**src/rtl/rr_onehot_arbiter_pkg.sv**
```systemverilog
// Shared FSM encoding and width helper for the round-robin one-hot arbiter.
package arb_pkg;

    typedef enum logic {
        ST_IDLE  = 1'b0,
        ST_GRANT = 1'b1
    } state_e;

    function automatic int clog2(input int v);
        int r;
        r = 0;
        while ((1 << r) < v) r = r + 1;
        return r;
    endfunction

endpackage

```
**src/rtl/rr_onehot_arbiter_if.sv**
```systemverilog
// Requester/arbiter bundle: level requests and done in, registered grant out.
interface arb_if #(
    parameter int N    = 16,
    parameter int IDXW = arb_pkg::clog2(N)
);
    logic [N-1:0]    req;
    logic            done;
    logic            grant_valid;
    logic [IDXW-1:0] grant_idx;
    logic [N-1:0]    grant_onehot;
    logic            timeout;

    modport master (
        output req, done,
        input  grant_valid, grant_idx, grant_onehot, timeout
    );

    modport slave (
        input  req, done,
        output grant_valid, grant_idx, grant_onehot, timeout
    );
endinterface

```
**src/rtl/rr_onehot_arbiter_find_next.sv**
```systemverilog
// First set request at or after start, wrapping modulo N; optional masked bit.
// Purely combinational; no handshake of its own.
module rr_find_next #(
    parameter int N    = 16,
    parameter int IDXW = 4
) (
    input  logic [N-1:0]    req,
    input  logic [IDXW-1:0] start,
    input  logic [IDXW-1:0] mask_idx,
    input  logic            use_mask,
    output logic            found,
    output logic [IDXW-1:0] idx
);
    logic [N-1:0]    req_m;
    logic [2*N-1:0]  dbl;
    logic [N-1:0]    rot;
    logic [IDXW:0]   pos;
    logic [IDXW-1:0] off;
    logic [IDXW:0]   sum;

    always_comb begin
        req_m = req;
        for (int i = 0; i < N; i++) begin
            if (use_mask && (mask_idx == IDXW'(i))) req_m[i] = 1'b0;
        end
        // Concatenating the vector with itself makes the wrap a plain slice.
        dbl = {req_m, req_m};
        rot = '0;
        pos = '0;
        for (int i = 0; i < N; i++) begin
            pos    = (IDXW+1)'(start) + (IDXW+1)'(i);
            rot[i] = dbl[pos];
        end
        found = |rot;
        off   = '0;
        for (int i = N - 1; i >= 0; i--) begin
            if (rot[i]) off = IDXW'(i);
        end
        sum = (IDXW+1)'(start) + (IDXW+1)'(off);
        if (sum >= (IDXW+1)'(N)) sum = sum - (IDXW+1)'(N);
        idx = sum[IDXW-1:0];
    end
endmodule

```
**src/rtl/rr_onehot_arbiter.sv**
```systemverilog
// Round-robin arbiter with hold limit; grant appears one cycle after request.
// No backpressure: a holder keeps the grant until done, request drop or hold limit.
module rr_onehot_arbiter
    import arb_pkg::*;
#(
    parameter int N        = 16,
    parameter int IDXW     = clog2(N),
    parameter int MAX_HOLD = 255
) (
    input  logic clk,
    input  logic rst,
    arb_if.slave bus
);
    localparam int HCW = clog2(MAX_HOLD + 1);

    state_e          state_q, state_d;
    logic [IDXW-1:0] ptr_q, ptr_d;
    logic [HCW-1:0]  hold_q, hold_d;
    logic            gvld_q, gvld_d;
    logic [IDXW-1:0] gidx_q, gidx_d;
    logic [N-1:0]    goh_q, goh_d;
    logic            tmo_q, tmo_d;

    logic            found;
    logic [IDXW-1:0] win_idx;
    logic            normal_rel;
    logic            limit_rel;

    function automatic logic [IDXW-1:0] wrap_inc(input logic [IDXW-1:0] i);
        return (i == IDXW'(N - 1)) ? '0 : i + 1'b1;
    endfunction

    // While granted, the holder is masked so a pending peer always wins first.
    rr_find_next #(.N(N), .IDXW(IDXW)) u_find (
        .req      (bus.req),
        .start    (ptr_q),
        .mask_idx (gidx_q),
        .use_mask (state_q == ST_GRANT),
        .found    (found),
        .idx      (win_idx)
    );

    always_comb begin
        state_d    = state_q;
        ptr_d      = ptr_q;
        hold_d     = hold_q;
        gvld_d     = gvld_q;
        gidx_d     = gidx_q;
        goh_d      = goh_q;
        tmo_d      = 1'b0;
        normal_rel = bus.done || !bus.req[gidx_q];
        limit_rel  = (hold_q == HCW'(MAX_HOLD - 1));
        case (state_q)
            ST_IDLE: begin
                if (found) begin
                    state_d = ST_GRANT;
                    gvld_d  = 1'b1;
                    gidx_d  = win_idx;
                    goh_d   = N'(1) << win_idx;
                    ptr_d   = wrap_inc(win_idx);
                    hold_d  = '0;
                end
            end
            ST_GRANT: begin
                if (hold_q != HCW'(MAX_HOLD)) hold_d = hold_q + 1'b1;
                if (normal_rel || limit_rel) begin
                    tmo_d  = !normal_rel;
                    hold_d = '0;
                    if (found) begin
                        gidx_d = win_idx;
                        goh_d  = N'(1) << win_idx;
                        ptr_d  = wrap_inc(win_idx);
                    end else if (!normal_rel) begin
                        ptr_d = wrap_inc(gidx_q);
                    end else begin
                        state_d = ST_IDLE;
                        gvld_d  = 1'b0;
                        gidx_d  = '0;
                        goh_d   = '0;
                    end
                end
            end
            default: state_d = ST_IDLE;
        endcase
    end

    always_ff @(posedge clk) begin
        if (rst) begin
            state_q <= ST_IDLE;
            ptr_q   <= '0;
            hold_q  <= '0;
            gvld_q  <= 1'b0;
            gidx_q  <= '0;
            goh_q   <= '0;
            tmo_q   <= 1'b0;
        end else begin
            state_q <= state_d;
            ptr_q   <= ptr_d;
            hold_q  <= hold_d;
            gvld_q  <= gvld_d;
            gidx_q  <= gidx_d;
            goh_q   <= goh_d;
            tmo_q   <= tmo_d;
        end
    end

    assign bus.grant_valid  = gvld_q;
    assign bus.grant_idx    = gidx_q;
    assign bus.grant_onehot = goh_q;
    assign bus.timeout      = tmo_q;
endmodule

```
**src/flat_wrapper.sv**
```systemverilog
// flat-port wrapper written by rule: the top's interface ports become plain ports
module rr_onehot_arbiter_flat import arb_pkg::*;
#(
    parameter int N        = 16,
    parameter int IDXW     = clog2(N),
    parameter int MAX_HOLD = 255
)
  (clk, rst, bus_req, bus_done, bus_grant_valid, bus_grant_idx, bus_grant_onehot, bus_timeout);
  arb_if #(.N(N), .IDXW(IDXW)) bus_i ();
  input  logic clk;
  input  logic rst;
  input wire logic [$bits(bus_i.req)-1:0] bus_req;
  input wire logic [$bits(bus_i.done)-1:0] bus_done;
  output wire logic [$bits(bus_i.grant_valid)-1:0] bus_grant_valid;
  output wire logic [$bits(bus_i.grant_idx)-1:0] bus_grant_idx;
  output wire logic [$bits(bus_i.grant_onehot)-1:0] bus_grant_onehot;
  output wire logic [$bits(bus_i.timeout)-1:0] bus_timeout;
  assign bus_i.req = bus_req;
  assign bus_i.done = bus_done;
  assign bus_grant_valid = bus_i.grant_valid;
  assign bus_grant_idx = bus_i.grant_idx;
  assign bus_grant_onehot = bus_i.grant_onehot;
  assign bus_timeout = bus_i.timeout;
  rr_onehot_arbiter #(.N(N), .IDXW(IDXW), .MAX_HOLD(MAX_HOLD)) u_core (.clk(clk), .rst(rst), .bus(bus_i));
endmodule
```
**config.mk**
```make
export PLATFORM = sky130hd
export DESIGN_NAME = rr_onehot_arbiter_flat
export DESIGN_NICKNAME = d
export VERILOG_FILES = /design/src/rtl/rr_onehot_arbiter_pkg.sv /design/src/rtl/rr_onehot_arbiter_if.sv /design/src/rtl/rr_onehot_arbiter_find_next.sv /design/src/rtl/rr_onehot_arbiter.sv /design/src/flat_wrapper.sv
export SDC_FILE = /design/constraint.sdc
export NUM_CORES = 1
export LEC_CHECK = 0
export CAP_MARGIN = 15
export CORE_MARGIN = 2
export CORE_UTILIZATION = 60
export DETAILED_ROUTE_END_ITERATION = 8
export HOLD_SLACK_MARGIN = 0.15
export PLACE_DENSITY_LB_ADDON = 0.2
export SYNTH_ARGS = -nofsm -noshare
export SYNTH_HDL_FRONTEND = slang
export SYNTH_SLANG_ARGS = --single-unit
```
**constraint.sdc**
```tcl
create_clock -name clk -period 13.4 [get_ports clk]
set_clock_uncertainty 0.2 [all_clocks]
set_input_delay 2.68 -clock clk [delete_from_list [all_inputs] [get_ports clk]]
set_output_delay 2.68 -clock clk [all_outputs]
set_load 0.02 [all_outputs]
```
==> results.md <==
- Status: completed
- Initial Util: 0.623
- Fin. max-slew vios: 0
- Post-CTS sizing: 0
- Top-count cell post-synth: nand2_1
- Aggregate routed wire length: between 10000 and 15000 um
- Clock buffer depth: 2
- Ys flop type: dfxtp_1
- Ant diodes: 0
- Reg-to-reg endpoint: u_core.ptr_q[3]$_SDFFE_PP0P_
- Setup crit end kind: flip-flop
- Worst VDD drop: between 0.2 and 0.3 mV
- Initial antenna violation count: 0
- CTS tree: built
- GPL Wtd Cong: ~0.94
- CP max stage delay: roughly 0.8 ns
- Crit path max-delay family: compound AO/OA/AOI/OAI gates
- Area leader, netlist: dfxtp_1
- Hold Path Class: flip-flop to flip-flop
- Slew margin rel.: 0.189
- Final nets: 491
- Reg2reg path depth: 19
- First-pass GRT wire length: around 17000 um
- Synth unique cells: 60
- WL per Instance: ~20 um
- Clock root buffer: clkbuf_8
- FFs w/ async S/R, synth: 0
- Layout cells sized above 1: 0.0802
- Hold Path End: u_core.bus.grant_onehot[2]$_SDFFE_PP0P_
- Post-Syn Nets: approximately 470
- Cells after Synth: around 430
- Clk slew on worst S/H paths: approximately 0.080 ns
- Sw Share: 0.518
- Syn-to-layout area delta: 13.5%
- Routed Antenna Nets: 0
- Reg2Reg Setup Slack: 5.99 ns
- Hold Path Depth: 1
- H-tree Lvls: 2
- Gr usage total: 0.326
- WS Path Type: input port to flip-flop
- Seq cells post-synth: 35
- Post-synth top area share: 0.190
- Clock sink count: 35
- Critical R2R Launch: u_core.ptr_q[1]$_SDFFE_PP0P_
- Number of iterations in the first detailed-routing pass: 5
- Vias per inst: a little over 7
- Tcrit/Tclk final: 0.585
- Logic pwr share: 0.779
- Vias in the first global route: ~3500
- Post-detail-place hpwl: between 7000 and 8000 um
- Mapped Area: 0.00369 mm2
- Post-CTS setup buffers: 0
- Port bufs: 40
- Inserted Clock Buffers: 5
- Internal power: ~590 uW
- Worst Tran Pin Value: 1.21 ns
- Worst Path Buf+Inv: 3
- Sequential group share of total power: 0.140
- Die Ht: just over 80 um
- Design Power: about 1.2 mW
- Cell Pwr Density: between 200 and 300 mW/mm2
- F_max: 128 MHz
- Worst Path Arrival: roughly 7.9 ns
- Synth top area cells: dfxtp_1, mux4_2, ha_1, nand2b_1, nand2_1
- Yosys Warn Count: 0
- GRT overflow: 0
- Slowest cell on the critical path: xor2_1
- Synth Area per Inst: between 8 and 9 um2
- Crit-path cells: clkdlybuf4s50_1 -> inv_1 -> o32ai_1 -> mux4_2 -> mux2_2 -> o21ba_2 -> o21ba_2 -> o211ai_1 -> nand2_1 -> ha_1 -> fa_1 -> xor2_1 -> clkinv_1 -> nor3_1 -> a21oi_1 -> a21oi_1 -> o211ai_1 -> o21ai_0
- Max-Cap Viols: 0
- Largest net degree at the start of global routing: 35
- Critical-path maximum fanout: 13
- Startpoint Class: input port
- Fin. Hold Viols: 0
- Die ar.: 0.00679 mm2
- Clock Power Share: 0.081
- Hold Path Origin: u_core.bus.grant_onehot[2]$_SDFFE_PP0P_
- Final min period: 7.84 ns
- P_sw: 632 uW
- Fin Setup TNS: 0 ns
- # DRC: 0
- Die W: ~82 um
- # rows: 28
- Detailed-route via count: about 3800
- CTS hold repair buffers: 0
- Post-synth EDFFs: 0
- Final setup vio count: 0
- Clock Latency Late Sink: about 0.3 ns
- I/O pin count: around 40
- DR iter-0 viols: 523
- Sequential fraction of the synthesis area: 0.190
- Leakage Power: ~1.5 nW
- CP required: 13.43 ns
- RSZ-0062 raised after global routing: false
- Commonest cells post-synth: nand2_1, dfxtp_1, nand2b_1
- CORE AREA: 0.00592 mm2
power groups by stage:
stage | registers (mW) | logic, mW | clock network [mW]
6_report | 0.171 | 0.949 | 0.0990
4_1_cts | 0.169 | 0.926 | 0.0987
3_3_place_gp | 0.170 | 0.889 | 0
2_1_floorplan | 0.156 | 0.707 | 0
3_5_place_dp | 0.171 | 0.914 | 0
5_1_grt | 0.174 | 1.03 | 0.103
registers in the layout (all words and copies together) (netlist names):
signal,flops
u_core.bus.grant_onehot,16
u_core.hold_q,8
u_core.bus.grant_idx,4
u_core.ptr_q,4
u_core.bus.grant_valid,1
u_core.bus.timeout,1
u_core.state_q,1
worst max-delay path by stage:
stage	start	slack (ns)	cells past startpoint	end
final	bus_req[0]	5.56	18	u_core.ptr_q[3]$_SDFFE_PP0P_
after global routing	bus_req[3]	5.31	19	u_core.ptr_q[3]$_SDFFE_PP0P_
after CTS	bus_req[4]	5.73	18	u_core.ptr_q[3]$_SDFFE_PP0P_
after global placement	bus_req[4]	5.62	18	u_core.ptr_q[3]$_SDFFE_PP0P_
after floorplan	bus_req[7]	6.88	15	u_core.bus.grant_onehot[10]$_SDFFE_PP0P_
after detailed placement	bus_req[4]	5.51	18	u_core.ptr_q[3]$_SDFFE_PP0P_
area by class of cell:
| cell class | count | area, um2 |
|---|---|---|
| clock buffers | 6 | 82.6 |
| flip-flops and latches | 35 | 701 |
| fillers | 469 | 1740 |
| well taps | 75 | 93.8 |
| repair buffers | 41 | 408 |
| multi-input cells | 346 | 2790 |
| clock inverters | 2 | 35.0 |
| inverters | 19 | 71.3 |
stage by stage:
step | setup slack [ns] | hold WS (ns) | util | area (um2) | std cells
floorplan | 6.88 | 0.267 | - | 3690 | 425
global placement | 5.62 | 0.259 | 0.687 | 4070 | 516
detailed placement | 5.51 | 0.259 | 0.687 | 4070 | 516
CTS | 5.73 | 0.280 | 0.707 | 4190 | 524
global route | 5.31 | 0.299 | 0.707 | 4190 | 524
finish | 5.56 | 0.281 | 0.707 | 4190 | 524
metal layers:
layer	global-route usage	wire (um)
met5	0	0
met3	0.0446	802
met2	0.543	5030
met4	0.155	453
met1	0.415	4300
placed cells by master, fill, tap and decap left out, types with 4 or more instances in the layout:
master	instances
nand2_1	43
o221ai_1	17
ha_1	23
mux2i_1	7
a311oi_1	6
and4bb_2	4
xor2_1	5
o21a_1	7
and4b_1	8
a32o_1	12
inv_1	17
clkdlybuf4s50_1	40
nand4_1	16
clkbuf_8	6
nand2b_1	26
a21o_1	5
nor3_1	4
a21oi_1	15
dfxtp_1	35
mux4_2	18
o32ai_1	15
o21ai_0	13
nand3_1	4
a22o_1	5
o2111ai_1	5
nor2b_1	4
nor2_1	18
xnor2_1	11
and2_1	4
and4_1	5
logic make-up (layout without fill, tap and decap cells):
group	Yosys count	count (layout)	synth area share
buf+inv	44	68	0.0523
fa+ha+maj	24	24	0.0835
compound gates	125	125	0.260
xor+xnor	16	16	0.0380
simple gates	155	155	0.244
mux	26	26	0.132
flops	35	35	0.190
(Power assumes the default switching activity.)
